--- config.mk ---
export PLATFORM = sky130hd
export DESIGN_NAME = hazard_pipe_ctrl
export DESIGN_NICKNAME = d
export VERILOG_FILES = /design/src/rtl/hazard_pipe_ctrl_pkg.sv /design/src/rtl/hazard_pipe_ctrl_sat_counter.sv /design/src/rtl/hazard_pipe_ctrl.sv
export SDC_FILE = /design/constraint.sdc
export NUM_CORES = 1
export LEC_CHECK = 0
export ABC_CLOCK_PERIOD_IN_PS = 5950
export BUFFER_PORTS_ARGS = -buffer_cell sky130_fd_sc_hd__buf_2
export CORE_UTILIZATION = 45
export DETAILED_ROUTE_END_ITERATION = 7
export GPL_ROUTABILITY_DRIVEN = 0
export PLACE_DENSITY = 0.66
export SYNTH_ARGS = -nofsm -noshare
export SYNTH_HDL_FRONTEND = slang
export SYNTH_HIERARCHICAL = 1
export SYNTH_SLANG_ARGS = --single-unit
--- constraint.sdc ---
create_clock -name clk -period 5.95 [get_ports clk]
set_clock_uncertainty 0.2 [all_clocks]
set_input_delay 1.19 -clock clk [delete_from_list [all_inputs] [get_ports clk]]
set_output_delay 1.19 -clock clk [all_outputs]
set_load 0.1 [all_outputs]
--- src/rtl/hazard_pipe_ctrl_pkg.sv ---
// Shared types for the hazard/pipeline control slice.
// Holds the register-index width, the stage-record layouts of the
// ID/EX, EX/MEM and MEM/WB pipeline registers, and their bubble values.
package hazard_pipe_ctrl_pkg;

  localparam int unsigned REG_AW = 5;

  // ID/EX stage record
  typedef struct packed {
    logic              valid;
    logic [REG_AW-1:0] rs1;
    logic [REG_AW-1:0] rs2;
    logic [REG_AW-1:0] rd;
    logic              regwren;
    logic              memread;
  } idex_t;

  // EX/MEM stage record
  typedef struct packed {
    logic              valid;
    logic [REG_AW-1:0] rd;
    logic              regwren;
    logic              memread;
  } exmem_t;

  // MEM/WB stage record
  typedef struct packed {
    logic              valid;
    logic [REG_AW-1:0] rd;
    logic              regwren;
  } memwb_t;

  // A bubble is an all-zero record, so it can never match in forwarding.
  localparam idex_t  IDEX_BUBBLE  = '0;
  localparam exmem_t EXMEM_BUBBLE = '0;
  localparam memwb_t MEMWB_BUBBLE = '0;

endpackage

--- src/rtl/hazard_pipe_ctrl_sat_counter.sv ---
// Saturating event counter.
// Ports: clk, rst (sync, active-high), inc (count one event this cycle),
//        count (current value; sticks at all-ones).
module sat_counter #(
  parameter int unsigned CNT_W = 16
) (
  input  logic             clk,
  input  logic             rst,
  input  logic             inc,
  output logic [CNT_W-1:0] count
);

  localparam logic [CNT_W-1:0] CNT_MAX = '1;

  // Increment unless already saturated
  always_ff @(posedge clk) begin
    if (rst) begin
      count <= '0;
    end else if (inc && (count != CNT_MAX)) begin
      count <= count + CNT_W'(1);
    end
  end

endmodule

--- src/rtl/hazard_pipe_ctrl.sv ---
// Pipeline hazard controller.
// Tracks rd/control metadata through ID/EX, EX/MEM and MEM/WB, exports the
// stage-tagged register fields used by the forwarding unit, detects
// load-use hazards (stall + bubble), sequences mispredict flushes and
// freezes the whole pipe while data memory is not ready.
// Ports:
//   clk, rst                       clock, synchronous active-high reset
//   id_*                           decoded ID-stage instruction
//   ex_flush                       mispredict resolved in EX this cycle
//   mem_stall                      data memory wait; freeze everything
//   IDEX_Rs1/Rs2, EXMEM_Rd, MEMWB_Rd, *_RegWrEn   forwarding-unit view
//   stall_fe, flush_ifid           front-end control (combinational)
//   loaduse_cnt, flush_cnt         saturating event counters
// REG_AW must match hazard_pipe_ctrl_pkg::REG_AW (stage records use it).
module hazard_pipe_ctrl #(
  parameter int unsigned REG_AW = 5,
  parameter int unsigned CNT_W  = 16
) (
  input  logic              clk,
  input  logic              rst,
  input  logic              id_valid,
  input  logic [REG_AW-1:0] id_rs1,
  input  logic [REG_AW-1:0] id_rs2,
  input  logic              id_use_rs1,
  input  logic              id_use_rs2,
  input  logic [REG_AW-1:0] id_rd,
  input  logic              id_regwren,
  input  logic              id_memread,
  input  logic              ex_flush,
  input  logic              mem_stall,
  output logic [REG_AW-1:0] IDEX_Rs1,
  output logic [REG_AW-1:0] IDEX_Rs2,
  output logic [REG_AW-1:0] EXMEM_Rd,
  output logic [REG_AW-1:0] MEMWB_Rd,
  output logic              EXMEM_RegWrEn,
  output logic              MEMWB_RegWrEn,
  output logic              stall_fe,
  output logic              flush_ifid,
  output logic [CNT_W-1:0]  loaduse_cnt,
  output logic [CNT_W-1:0]  flush_cnt
);

  import hazard_pipe_ctrl_pkg::idex_t;
  import hazard_pipe_ctrl_pkg::exmem_t;
  import hazard_pipe_ctrl_pkg::memwb_t;
  import hazard_pipe_ctrl_pkg::IDEX_BUBBLE;
  import hazard_pipe_ctrl_pkg::EXMEM_BUBBLE;
  import hazard_pipe_ctrl_pkg::MEMWB_BUBBLE;

  idex_t  idex_q,  idex_d;
  exmem_t exmem_q, exmem_d;
  memwb_t memwb_q, memwb_d;

  logic load_use_c;
  logic flush_inc_c;
  logic loaduse_inc_c;

  // Load in EX whose non-x0 destination is read by the ID instruction
  always_comb begin
    load_use_c = idex_q.valid && idex_q.memread && (idex_q.rd != '0) && id_valid &&
                 ((id_use_rs1 && (id_rs1 == idex_q.rd)) ||
                  (id_use_rs2 && (id_rs2 == idex_q.rd)));
  end

  // Next-state and front-end control; priority rst > mem_stall > flush > load-use
  always_comb begin
    idex_d        = idex_q;
    exmem_d       = exmem_q;
    memwb_d       = memwb_q;
    stall_fe      = 1'b0;
    flush_ifid    = 1'b0;
    flush_inc_c   = 1'b0;
    loaduse_inc_c = 1'b0;

    if (rst) begin
      idex_d  = IDEX_BUBBLE;
      exmem_d = EXMEM_BUBBLE;
      memwb_d = MEMWB_BUBBLE;
    end else if (mem_stall) begin
      // Freeze: held inputs re-present any flush/load-use after release
      stall_fe = 1'b1;
    end else begin
      exmem_d.valid   = idex_q.valid;
      exmem_d.rd      = idex_q.rd;
      exmem_d.regwren = idex_q.regwren;
      exmem_d.memread = idex_q.memread;
      memwb_d.valid   = exmem_q.valid;
      memwb_d.rd      = exmem_q.rd;
      memwb_d.regwren = exmem_q.regwren;

      if (ex_flush) begin
        // Branch advances; the ID instruction is squashed, no stall
        idex_d      = IDEX_BUBBLE;
        flush_ifid  = 1'b1;
        flush_inc_c = 1'b1;
      end else if (load_use_c) begin
        idex_d        = IDEX_BUBBLE;
        stall_fe      = 1'b1;
        loaduse_inc_c = 1'b1;
      end else if (id_valid) begin
        idex_d.valid   = 1'b1;
        idex_d.rs1     = id_rs1;
        idex_d.rs2     = id_rs2;
        idex_d.rd      = id_rd;
        idex_d.regwren = id_regwren;
        idex_d.memread = id_memread;
      end else begin
        idex_d = IDEX_BUBBLE;
      end
    end
  end

  // Stage registers
  always_ff @(posedge clk) begin
    if (rst) begin
      idex_q  <= IDEX_BUBBLE;
      exmem_q <= EXMEM_BUBBLE;
      memwb_q <= MEMWB_BUBBLE;
    end else begin
      idex_q  <= idex_d;
      exmem_q <= exmem_d;
      memwb_q <= memwb_d;
    end
  end

  // Forwarding-unit view; RegWrEn is gated by valid so bubbles never match
  always_comb begin
    IDEX_Rs1      = idex_q.rs1;
    IDEX_Rs2      = idex_q.rs2;
    EXMEM_Rd      = exmem_q.rd;
    MEMWB_Rd      = memwb_q.rd;
    EXMEM_RegWrEn = exmem_q.valid & exmem_q.regwren;
    MEMWB_RegWrEn = memwb_q.valid & memwb_q.regwren;
  end

  sat_counter #(.CNT_W(CNT_W)) u_loaduse_cnt (
    .clk   (clk),
    .rst   (rst),
    .inc   (loaduse_inc_c),
    .count (loaduse_cnt)
  );

  sat_counter #(.CNT_W(CNT_W)) u_flush_cnt (
    .clk   (clk),
    .rst   (rst),
    .inc   (flush_inc_c),
    .count (flush_cnt)
  );

endmodule

Word-level counts from Yosys, hierarchy flattened
Cells that the tools add are included.
{"block": "totals", "reg_bits": 64, "input_bits": 24, "out_inout_bits": 56, "wordCells": 44}
{"block": "classes", "add_sub_neg": 2, "eq_ne": 4, "muxes": 12, "bitwise": 2, "reduce_logical": 10}
{"operator": "18-bit two-way mux", "count": 3}
{"operator": "16-bit by 1-bit adder with 16-bit output (second input constant)", "count": 2}
{"operator": "16-bit != test (second input constant)", "count": 2}
{"operator": "5-bit == test", "count": 2}
{"operator": "1-bit two-way mux", "count": 9}
{"operator": "1-bit logical AND", "count": 8}
{"operator": "5-bit nonzero test", "count": 1}
{"operator": "1-bit bitwise AND", "count": 2}
{"operator": "1-bit logical OR", "count": 1}

Depth between registers and ports, before layout
Gate-level depths: netlist of run 1.
{"block": "depth", "depth_word": 9, "ltp_mapped": 9, "depth_no_buf": 8}

By module
The synthesis of run 1 kept the hierarchy.
{"mod": "sat_counter", "instances": 2, "cells_per_inst": 99, "area_each_um2": 848.3}
{"mod": "hazard_pipe_ctrl", "instances": 1, "cells_per_inst": 175, "area_each_um2": 1685.4}

Worst setup path after synthesis of run 1
OpenSTA, ideal clock, no wires.
{"block": "synth_timing", "path_type": "input port to output port", "startpoint": "input mem_stall", "endpoint": "output flush_ifid", "t_arrival_ns": 4.187, "t_required_ns": 4.560, "setup_slack_ns": 0.373, "stages": 3, "n_path_buf": 2, "path_cell_list": "clkbuf_1 -> buf_2 -> nor3b_1"}
{"block": "synth_between", "elab_chain_cells": 2}
{"item": "from (decl)", "line_no": "hazard_pipe_ctrl.sv:30", "rtl": "input logic mem_stall,"}
{"item": "1-bit two-way mux", "line_no": "hazard_pipe_ctrl.sv:79", "rtl": "end else if (mem_stall) begin"}
{"item": "1-bit two-way mux", "line_no": "hazard_pipe_ctrl.sv:75", "rtl": "if (rst) begin"}
{"item": "to (decl)", "line_no": "hazard_pipe_ctrl.sv:38", "rtl": "output logic flush_ifid,"}
Every way passes these cells.

Worst setup path in the final report of run 1
{"block": "layout_timing", "startpoint": "input rst", "endpoint": "output stall_fe"}
{"block": "layout_between", "elab_chain_cells": 1}
{"item": "from (decl)", "line_no": "hazard_pipe_ctrl.sv:20", "rtl": "input logic rst,"}
{"item": "1-bit two-way mux", "line_no": "hazard_pipe_ctrl.sv:75"}
{"item": "to (decl)", "line_no": "hazard_pipe_ctrl.sv:37", "rtl": "output logic stall_fe,"}
Every way passes these cells.

==> flow_metrics.env, run 1 <==
export IMPL_status="finished, final reports clean"
export IMPL_synth_edff_count=0
export IMPL_yosys_top_cells_count="dfxtp_1 (64), nand2_1 (31), a21oi_1 (28), nor2_1 (28), buf_4 (20)"
export IMPL_timing_final_ws_setup_ns=1.80
export IMPL_cp_max_fo=53
export IMPL_die_y_um=88.7
export IMPL_clock_sinks=64
export IMPL_final_hold_viol_count=0
export IMPL_path_cells="buf_2 -> inv_1 -> a22o_1 -> buf_2"
export IMPL_tns_ns=0
export IMPL_final_max_slew_viol_count=0
export IMPL_drt_iter0_drc=110
export IMPL_period_minus_slack_ns=4.15
export IMPL_hpwlAfterDp_um=4910
export IMPL_grt_max_degree=54
export IMPL_required_ns=4.56
export IMPL_post_cts_buffers=0
export IMPL_synth_area_um2=3380
export IMPL_critical_path_buf_inv_count=3
export IMPL_first_pass_iters=4
export IMPL_worst_path_largest_cell_delay_ns=0.70
export IMPL_wire_per_inst_um=13.4
export IMPL_vias_per_cell=5.38
export IMPL_fin_nets=452
export IMPL_grt_pass1_vias=2474
export IMPL_rows=31
export IMPL_synth_most_common_cell="dfxtp_1"
export IMPL_coreArea_um2=7250
export IMPL_post_route_period_util_pct=69.7
export IMPL_synthCells=373
export IMPL_leakagePower_nw=1.55
export IMPL_holdWs_ns=0.287
export IMPL_placed_cell_area_um2=3670
export IMPL_antenna_found_initial=0
export IMPL_finalSetupViolations=0
export IMPL_cts_root_buf="clkbuf_8"
export IMPL_ys_seq_area_share_pct=37.9
export IMPL_antennaDiodeCount=0
export IMPL_drive_gt1_share_pct=30.5
export IMPL_io_buffers=79
export IMPL_synthTopCellsByArea="dfxtp_1 (38%), mux2_2 (6.3%), mux2i_1 (4.7%), buf_4 (4.4%), a21oi_1 (4.1%)"
export IMPL_ant_nets=0
export IMPL_synth_top_cell_by_area="dfxtp_1"
export IMPL_cts_tree="yes"
export IMPL_p_per_area_nw_per_um2=223
export IMPL_criticalPathCategory="in2out"
export IMPL_synthesis_nets=399
export IMPL_cts_buffer_depth=2
export IMPL_drc=0
export IMPL_worst_slew_pin_slew_ns=0.952
export IMPL_grt_usage_pct=18.7
export IMPL_maxCapViolCount=0
export IMPL_cts_made_buffers=9
export IMPL_io_pins=80
export IMPL_ys_ff_latch=64
export IMPL_rsz0062_at_grt="no"
export IMPL_syn_area_per_cell_um2=9.07
export IMPL_clk_pin_slew_ns=0.06
export IMPL_dieArea_um2=7870
export IMPL_grt_overflow_total=0
export IMPL_finalInstanceArea_um2=3820
export IMPL_ir_drop_mv=0.111
export IMPL_start_kind="input pin"
export IMPL_initial_utilization_pct=46.6
export IMPL_finalWirelength_um=7080
export IMPL_yosys_warnings=6
export IMPL_clkLatencyLatePin_ns=0.33
export IMPL_areaGrowthSynthToFinish_pct=12.9
export IMPL_synthArstFlopShare_pct=0
export IMPL_synth_top_area_share_pct=37.9
export IMPL_cp_top_family="buffers and inverters"
export IMPL_grt_pass1_wl_um=11300
export IMPL_critPathCaptureType="output pin"
export IMPL_place_ws_ns=1.57
export IMPL_htree_levels=3
export IMPL_critical_path_arrival_ns=2.76
export IMPL_vias=2844
export IMPL_critPathSlowestCell="buf_2"
export IMPL_fmax_ghz=0.241
export IMPL_cp_common_cell="buf_2"
export IMPL_max_slew_margin_rel_pct=35.6
export IMPL_hold_buffers=0
export IMPL_hold_class="reg2reg"
export IMPL_synth_flop_cell="dfxtp_1"
export IMPL_synth_cell_types=45
export IMPL_cts_resized_gates=0
export IMPL_fp_dieW_um=88.7
[final timing paths]
check                           cells after the start         from                       to  slack (ns)
worst min register to register                      2  MEMWB_Rd[0]              MEMWB_Rd[0]        0.29
worst min-delay path                                2  MEMWB_Rd[0]              MEMWB_Rd[0]        0.29
worst max register to register                      8    idex_q[5]  u_loaduse_cnt/count[11]        2.34
worst max-delay path                                4          rst                 stall_fe        1.80
[where the power goes]
group	internal, mW	switching (mW)	total [mW]
Combinational	0.0332	0.0758	0.109
Sequential	0.437	0.00790	0.445
Clock	0.149	0.148	0.297
Total	0.620	0.232	0.852
[cell families (layout without fill, tap and decap cells)]
logic type | after synthesis | count (layout) | share of synthesized area [%]
compound gates | 71 | 71 | 14.3
fa+ha+maj | 2 | 2 | 0.740
mux | 35 | 35 | 11.1
xor+xnor | 14 | 14 | 3.63
flops | 64 | 64 | 37.9
simple gates | 140 | 140 | 24.1
buf+inv | 47 | 104 | 8.29
[stage by stage]
step	utilization (%)	cells	power (mW)
finish	52.7	529	0.852
detailed placement	50.6	514	0.564
floorplan	-	373	0.547
CTS	52.7	529	0.864
global placement	50.6	514	0.563
global route	52.7	529	0.893
[final cells by class]
class | instances | area (µm²)
clock buffers | 14 | 143
multi-input cells | 262 | 1830
clock inverters | 1 | 5.00
well taps | 99 | 124
repair buffers | 81 | 410
flip-flops and latches | 64 | 1280
fillers | 717 | 3430
inverters | 8 | 30.0
[layout by cell type (no fill, tap or decap), types with 4 or more instances in the layout]
cell / n
buf_2: 79
dfxtp_1: 64
nand2_1: 31
nor2_1: 28
a21oi_1: 28
mux2_2: 19
mux2i_1: 16
xnor2_1: 14
or4_1: 14
nand3_1: 12
o31ai_1: 12
a21oi_2: 10
o21ai_0: 10
clkbuf_8: 9
nand4_1: 8
inv_1: 8
nor3_1: 8
and4_1: 6
or3_1: 6
clkbuf_1: 5
nor4_1: 4
nor2b_1: 4
[tightest hold or removal path, stage by stage, from the launching register on]
cell and delay, ns:
dfxtp_1 0.32, mux2i_1 0.06, nor2_1 0.07
[state kept, by name, indices dropped and copies added (netlist names)]
register and cells:
EXMEM_Rd 5, u_flush_cnt/count 16, u_loaduse_cnt/count 16, MEMWB_Rd 5
IDEX_Rs2 5, memwb_q 2, idex_q 8, IDEX_Rs1 5
exmem_q 2
[metal layers]
layer  track usage (%)  vias up  part of all wire (%)
met5                 0        -                     0
met4              5.57        0                  0.78
met3              5.69        5                   3.6
met2              31.1       62                    48
met1              23.4     1327                    47
li1                  -     1450                     -
Note: power is estimated with default switching activity, not from simulation.
==> run 2: changes to the inputs <==
--- a/config.mk
+++ b/config.mk
@@ -5,12 +5,13 @@
 export SDC_FILE = /design/constraint.sdc
 export NUM_CORES = 1
 export LEC_CHECK = 0
-export ABC_CLOCK_PERIOD_IN_PS = 5950
+export ABC_AREA = 1
+export ABC_CLOCK_PERIOD_IN_PS = 3700
 export BUFFER_PORTS_ARGS = -buffer_cell sky130_fd_sc_hd__buf_2
 export CORE_UTILIZATION = 45
 export DETAILED_ROUTE_END_ITERATION = 7
 export GPL_ROUTABILITY_DRIVEN = 0
-export PLACE_DENSITY = 0.66
+export PLACE_DENSITY = 0.68
 export SYNTH_ARGS = -nofsm -noshare
 export SYNTH_HDL_FRONTEND = slang
 export SYNTH_HIERARCHICAL = 1
==> constraint.sdc (replaced) <==
create_clock -name clk -period 3.7 [get_ports clk]
set_clock_uncertainty 0.2 [all_clocks]
set_input_delay 0.74 -clock clk [delete_from_list [all_inputs] [get_ports clk]]
set_output_delay 0.74 -clock clk [all_outputs]
set_load 0.1 [all_outputs]
==> flow_metrics.env, run 2 <==
export IMPL_status="finished, final reports clean"
export IMPL_antenna_found_initial=0
export IMPL_final_hold_viol_count=0
export IMPL_synth_flop_cell="dfxtp_1"
export IMPL_cp_max_fo=2
export IMPL_busiest_layer="met2"
export IMPL_synth_top_cell_by_area="dfxtp_1"
export IMPL_fin_util_pct=54.3
export IMPL_ant_nets=0
export IMPL_hpwlAfterDp_um=5640
export IMPL_instances_no_fill=688
export IMPL_ir_drop_mv=0.231
export IMPL_vias_per_cell=4.88
export IMPL_hold_buffers=0
export IMPL_synth_edff_count=0
export IMPL_critPathSlowestCell="a21oi_1"
export IMPL_rows=31
export IMPL_yosys_warnings=6
export IMPL_cts_made_buffers=9
export IMPL_met2_usage_pct=32.5
export IMPL_synthCells=529
export IMPL_initial_utilization_pct=47.1
export IMPL_grt_overflow_total=0
export IMPL_cts_root_buf="clkbuf_8"
export IMPL_post_route_period_util_pct=76.1
export IMPL_path_depth=10
export IMPL_grt_usage_pct=19.9
export IMPL_finalWirelength_um=7770
export IMPL_cts_tree="yes"
export IMPL_synthesis_nets=555
export IMPL_timing_final_ws_setup_ns=0.883
export IMPL_start_kind="input pin"
export IMPL_ys_seq_area_share_pct=36.9
export IMPL_clkLatencyLatePin_ns=0.33
export IMPL_hold_class="reg2reg"
export IMPL_drt_iter0_drc=95
export IMPL_grt_pass1_wl_um=13200
export IMPL_drc=0
export IMPL_r2r_cells=15
export IMPL_worst_path_largest_cell_delay_ns=0.29
export IMPL_synth_most_common_cell="nand2_1"
export IMPL_antennaDiodeCount=0
export IMPL_fin_nets=610
export IMPL_ys_ff_latch=64
export IMPL_clk_pin_slew_ns=0.07
export IMPL_worst_slew_pin_slew_ns=0.529
export IMPL_path_cells="buf_2 -> inv_1 -> nand2_1 -> nand2_1 -> nor2_1 -> nand3_1 -> nand2_2 -> nand3_1 -> a21oi_1 -> buf_12"
export IMPL_max_slew_margin_rel_pct=64.7
export IMPL_fmax_ghz=0.355
export IMPL_synth_area_um2=3470
export IMPL_maxCapViolCount=0
export IMPL_wire_per_inst_um=11.3
export IMPL_htree_levels=3
export IMPL_drive_gt1_share_pct=23.6
export IMPL_yosys_top_cells_count="nand2_1 (127), nor2_1 (106), dfxtp_1 (64), a21oi_1 (42), inv_1 (35)"
export IMPL_met3_usage_pct=5.16
export IMPL_coreArea_um2=7370
export IMPL_leakagePower_nw=1.88
export IMPL_areaGrowthSynthToFinish_pct=15.2
export IMPL_required_ns=2.76
export IMPL_finalSetupViolations=0
export IMPL_first_pass_iters=7
export IMPL_synthArstFlopShare_pct=0
export IMPL_p_per_area_nw_per_um2=404
export IMPL_io_pins=80
export IMPL_io_buffers=79
export IMPL_placed_cells_incl_taps=672
export IMPL_place_ws_ns=0.878
export IMPL_critical_path_arrival_ns=1.88
export IMPL_grt_use_met1_pct=25.3
export IMPL_syn_area_per_cell_um2=6.57
export IMPL_cts_resized_gates=0
export IMPL_vias=3360
export IMPL_fp_dieW_um=89.9
export IMPL_post_cts_buffers=0
export IMPL_most_common_layout_cells="nand2_1 (127), nor2_1 (106), buf_2 (78), dfxtp_1 (64), a21oi_1 (42)"
export IMPL_reg_top3="u_flush_cnt/count x16, u_loaduse_cnt/count x16, idex_q x8"
export IMPL_critical_path_buf_inv_count=3
export IMPL_grt_pass1_vias=2952
export IMPL_critPathCaptureType="output pin"
export IMPL_dieArea_um2=8070
export IMPL_clock_sinks=64
export IMPL_cts_buffer_depth=2
export IMPL_synth_cell_types=24
export IMPL_period_minus_slack_ns=2.82
export IMPL_criticalPathCategory="in2out"
export IMPL_finalPower_mw=1.61
export IMPL_die_y_um=89.9
export IMPL_synth_top_area_share_pct=36.9
export IMPL_layout_commonest_cell="nand2_1"
export IMPL_cp_top_family="simple AND/OR/NAND/NOR gates"
export IMPL_tns_ns=0
export IMPL_final_max_slew_viol_count=0
export IMPL_synthTopCellsByArea="dfxtp_1 (37%), nand2_1 (14%), nor2_1 (11%), a21oi_1 (6.1%), buf_4 (4.3%)"
export IMPL_holdPathStages=2
export IMPL_grt_max_degree=59
export IMPL_rsz0062_at_grt="no"
[run 2: cell types whose count changed after synthesis, moves of 15 or more]
cell and change:
o21ai_0 +17, nand3_1 +15, nand2_1 +96, mux2i_1 -16, inv_1 +27, mux2_2 -19
nor2_1 +78, nor2_2 +20
[run 2: kinds of logic after synthesis]
family / after synthesis / share of synthesized area, %
simple gates: 307 / 38.9
flops: 64 / 36.9
compound gates: 78 / 12.0
fa+ha+maj: 2 / 0.720
buf+inv: 78 / 11.5
[run 2: final timing paths]
check / startpoint / endpoint / slack, ns
worst min-delay path: MEMWB_Rd[4] / MEMWB_Rd[4] / 0.28
worst max-delay path: id_rs2[1] / stall_fe / 0.88
worst max register to register: idex_q[2] / u_loaduse_cnt/count[13] / 1.38
worst min register to register: MEMWB_Rd[4] / MEMWB_Rd[4] / 0.28
[run 2: power by group]
| group | total, mW | internal [mW] | leakage, nW | switching (mW) |
|---|---|---|---|---|
| registers | 0.724 | 0.710 | 0.522 | 0.0134 |
| logic | 0.241 | 0.0520 | 1.25 | 0.189 |
| clock network | 0.650 | 0.380 | 0.104 | 0.270 |
| total | 1.61 | 1.14 | 1.88 | 0.472 |
[run 2: worst min-delay path, cell delays in order (launching register included)]
cell,delay (ns)
dfxtp_1,0.33
nor2_1,0.05
nor2_1,0.08
[run 2: per-stage QoR]
stage	hold slack (ns)	instance area [µm²]
after floorplan	0.255	3480
after global routing	0.307	4000
after global placement	0.265	3790
final	0.285	4000
after CTS	0.289	4000
after detailed placement	0.272	3790
[run 2: layout make-up]
cell class / count / area, µm²
Sequential cell: 64 / 1280
Inverter: 40 / 150
Multi-Input combinational cell: 387 / 1800
Fill cell: 783 / 3370
Timing Repair Buffer: 82 / 433
Clock buffer: 11 / 131
Tap cell: 99 / 124
Clock inverter: 5 / 81.3
[run 2: per-layer routing]
layer / routed length, µm / vias to the layer above
li1: - / 1769
met1: 3640 / 1507
met2: 3700 / 80
met3: 372 / 4
met4: 52 / 0
met5: 0 / -
==> run 3: changes to the inputs <==
--- a/config.mk
+++ b/config.mk
@@ -6,12 +6,12 @@
 export NUM_CORES = 1
 export LEC_CHECK = 0
 export ABC_AREA = 1
-export ABC_CLOCK_PERIOD_IN_PS = 3700
+export ABC_CLOCK_PERIOD_IN_PS = 2600
 export BUFFER_PORTS_ARGS = -buffer_cell sky130_fd_sc_hd__buf_2
 export CORE_UTILIZATION = 45
 export DETAILED_ROUTE_END_ITERATION = 7
 export GPL_ROUTABILITY_DRIVEN = 0
-export PLACE_DENSITY = 0.68
+export PLACE_DENSITY = 0.66
 export SYNTH_ARGS = -nofsm -noshare
 export SYNTH_HDL_FRONTEND = slang
 export SYNTH_HIERARCHICAL = 1
==> constraint.sdc (replaced) <==
create_clock -name clk -period 2.6 [get_ports clk]
set_clock_uncertainty 0.2 [all_clocks]
set_input_delay 0.52 -clock clk [delete_from_list [all_inputs] [get_ports clk]]
set_output_delay 0.52 -clock clk [all_outputs]
set_load 0.1 [all_outputs]
==> flow_metrics.env, run 3 (synthesis results as in run 2) <==
export IMPL_drive_gt1_share_pct=24.6
export IMPL_n_fill_cell=759
export IMPL_io_pins=80
export IMPL_critical_path_arrival_ns=1.70
export IMPL_max_slew_margin_rel_pct=63.5
export IMPL_clkLatencyLatePin_ns=0.33
export IMPL_clk_pin_slew_ns=0.08
export IMPL_die_y_um=89.9
export IMPL_fp_dieW_um=89.9
export IMPL_cts_root_buf="clkbuf_8"
export IMPL_ir_drop_mv=0.346
export IMPL_drc=0
export IMPL_path_cells="inv_2 -> nand2_1 -> nand2_1 -> nor2_1 -> nand3_1 -> nand2_2 -> nand3_1 -> a21oi_4 -> buf_12"
export IMPL_clock_sinks=64
export IMPL_dieArea_um2=8070
export IMPL_layout_commonest_cell="nand2_1"
export IMPL_vias=3336
export IMPL_worst_path_largest_cell_delay_ns=0.41
export IMPL_leakagePower_nw=1.91
export IMPL_post_cts_buffers=0
export IMPL_finalSetupViolations=0
export IMPL_cts_resized_gates=0
export IMPL_tns_ns=0
export IMPL_fmax_ghz=0.414
export IMPL_cts_buffer_depth=2
export IMPL_worst_slew_pin_slew_ns=0.547
export IMPL_cp_max_fo=4
export IMPL_reg_top3="u_flush_cnt/count x16, u_loaduse_cnt/count x16, idex_q x8"
export IMPL_ant_nets=0
export IMPL_status="finished, final reports clean"
export IMPL_io_buffers=79
export IMPL_coreArea_um2=7370
export IMPL_first_pass_iters=4
export IMPL_r2r_start="idex_q[2]"
export IMPL_p_per_area_nw_per_um2=600
export IMPL_hold_buffers=0
export IMPL_initial_utilization_pct=47.1
export IMPL_start_kind="register"
export IMPL_hp_start="id_rd[1]"
export IMPL_holdWs_ns=0.269
export IMPL_final_hold_viol_count=0
export IMPL_final_max_slew_viol_count=0
export IMPL_grt_usage_pct=20.0
export IMPL_areaGrowthSynthToFinish_pct=17.5
export IMPL_grt_overflow_total=0
export IMPL_wire_per_inst_um=11.4
export IMPL_hpwlAfterDp_um=5720
export IMPL_maxCapViolCount=0
export IMPL_grt_pass1_vias=2921
export IMPL_required_ns=1.88
export IMPL_rsz0062_at_grt="no"
export IMPL_vias_per_cell=4.84
export IMPL_rows=31
export IMPL_fin_nets=611
export IMPL_antenna_found_initial=0
export IMPL_critPathSlowestCell="dfxtp_1"
export IMPL_grt_max_degree=59
export IMPL_period_minus_slack_ns=2.42
export IMPL_grt_pass1_wl_um=13300
export IMPL_criticalPathCategory="reg2out"
export IMPL_antennaDiodeCount=0
export IMPL_crit_start="idex_q[2]"
export IMPL_critPathCaptureType="output pin"
export IMPL_drt_iter0_drc=93
export IMPL_post_route_period_util_pct=93.0
export IMPL_cts_tree="yes"
export IMPL_most_common_layout_cells="nand2_1 (127), nor2_1 (106), buf_2 (77), dfxtp_1 (63), a21oi_1 (41)"
export IMPL_hold_class="in2reg"
export IMPL_cts_made_buffers=9
export IMPL_finalWirelength_um=7830
export IMPL_htree_levels=3
==> run 3: final timing paths <==
kind	to	slack, ns	cells after the start
worst min register to register	MEMWB_Rd[2]	0.29	2
worst max register to register	u_loaduse_cnt/count[13]	0.31	15
worst max-delay path	stall_fe	0.18	9
worst min-delay path	idex_q[3]	0.27	3
==> run 3: power breakdown <==
group,switching (mW),internal (mW)
Clock,0.419,0.649
Sequential,0.0197,1.01
Combinational,0.271,0.0777
Total,0.710,1.74
==> run 3: per-stage QoR <==
step	power (mW)	util [%]	setup WS, ns	instances	cell area [µm²]
after global placement	1.40	52.0	0.172	673	3830
after global routing	2.55	55.4	0.0125	689	4080
after detailed placement	1.40	52.0	0.144	673	3830
after floorplan	1.36	-	-0.199	529	3540
final	2.45	55.4	0.183	689	4080
after CTS	2.48	55.4	0.0985	689	4080
==> run 3: worst max-delay path, delay by kind of cell (launching register included) <==
family                 cells  cell delay [ns]
AO/OA/AOI/OAI              1             0.19
AND/OR/NAND/NOR            6             0.48
buffers and inverters      2             0.27
flip-flops                 1             0.41
==> run 3: final cells by class <==
| cell class | count | area, µm² | share of cell area, % |
|---|---|---|---|
| sequential | 64 | 1280 | 31.4 |
| timing repair buffer | 83 | 455 | 11.2 |
| multi-input combinational | 387 | 1820 | 44.6 |
| clock buffer | 9 | 124 | 3.03 |
| tap | 99 | 124 | 3.03 |
| clock inverter | 7 | 125 | 3.06 |
| inverter | 40 | 150 | 3.68 |
==> run 3: per-layer routing <==
| layer | GRT usage [%] | wire [µm] | up-vias |
|---|---|---|---|
| met5 | 0 | 0 | - |
| met3 | 4.57 | 318 | 6 |
| li1 | - | - | 1775 |
| met1 | 25.5 | 3630 | 1488 |
| met2 | 32.7 | 3800 | 67 |
| met4 | 8.33 | 81 | 0 |
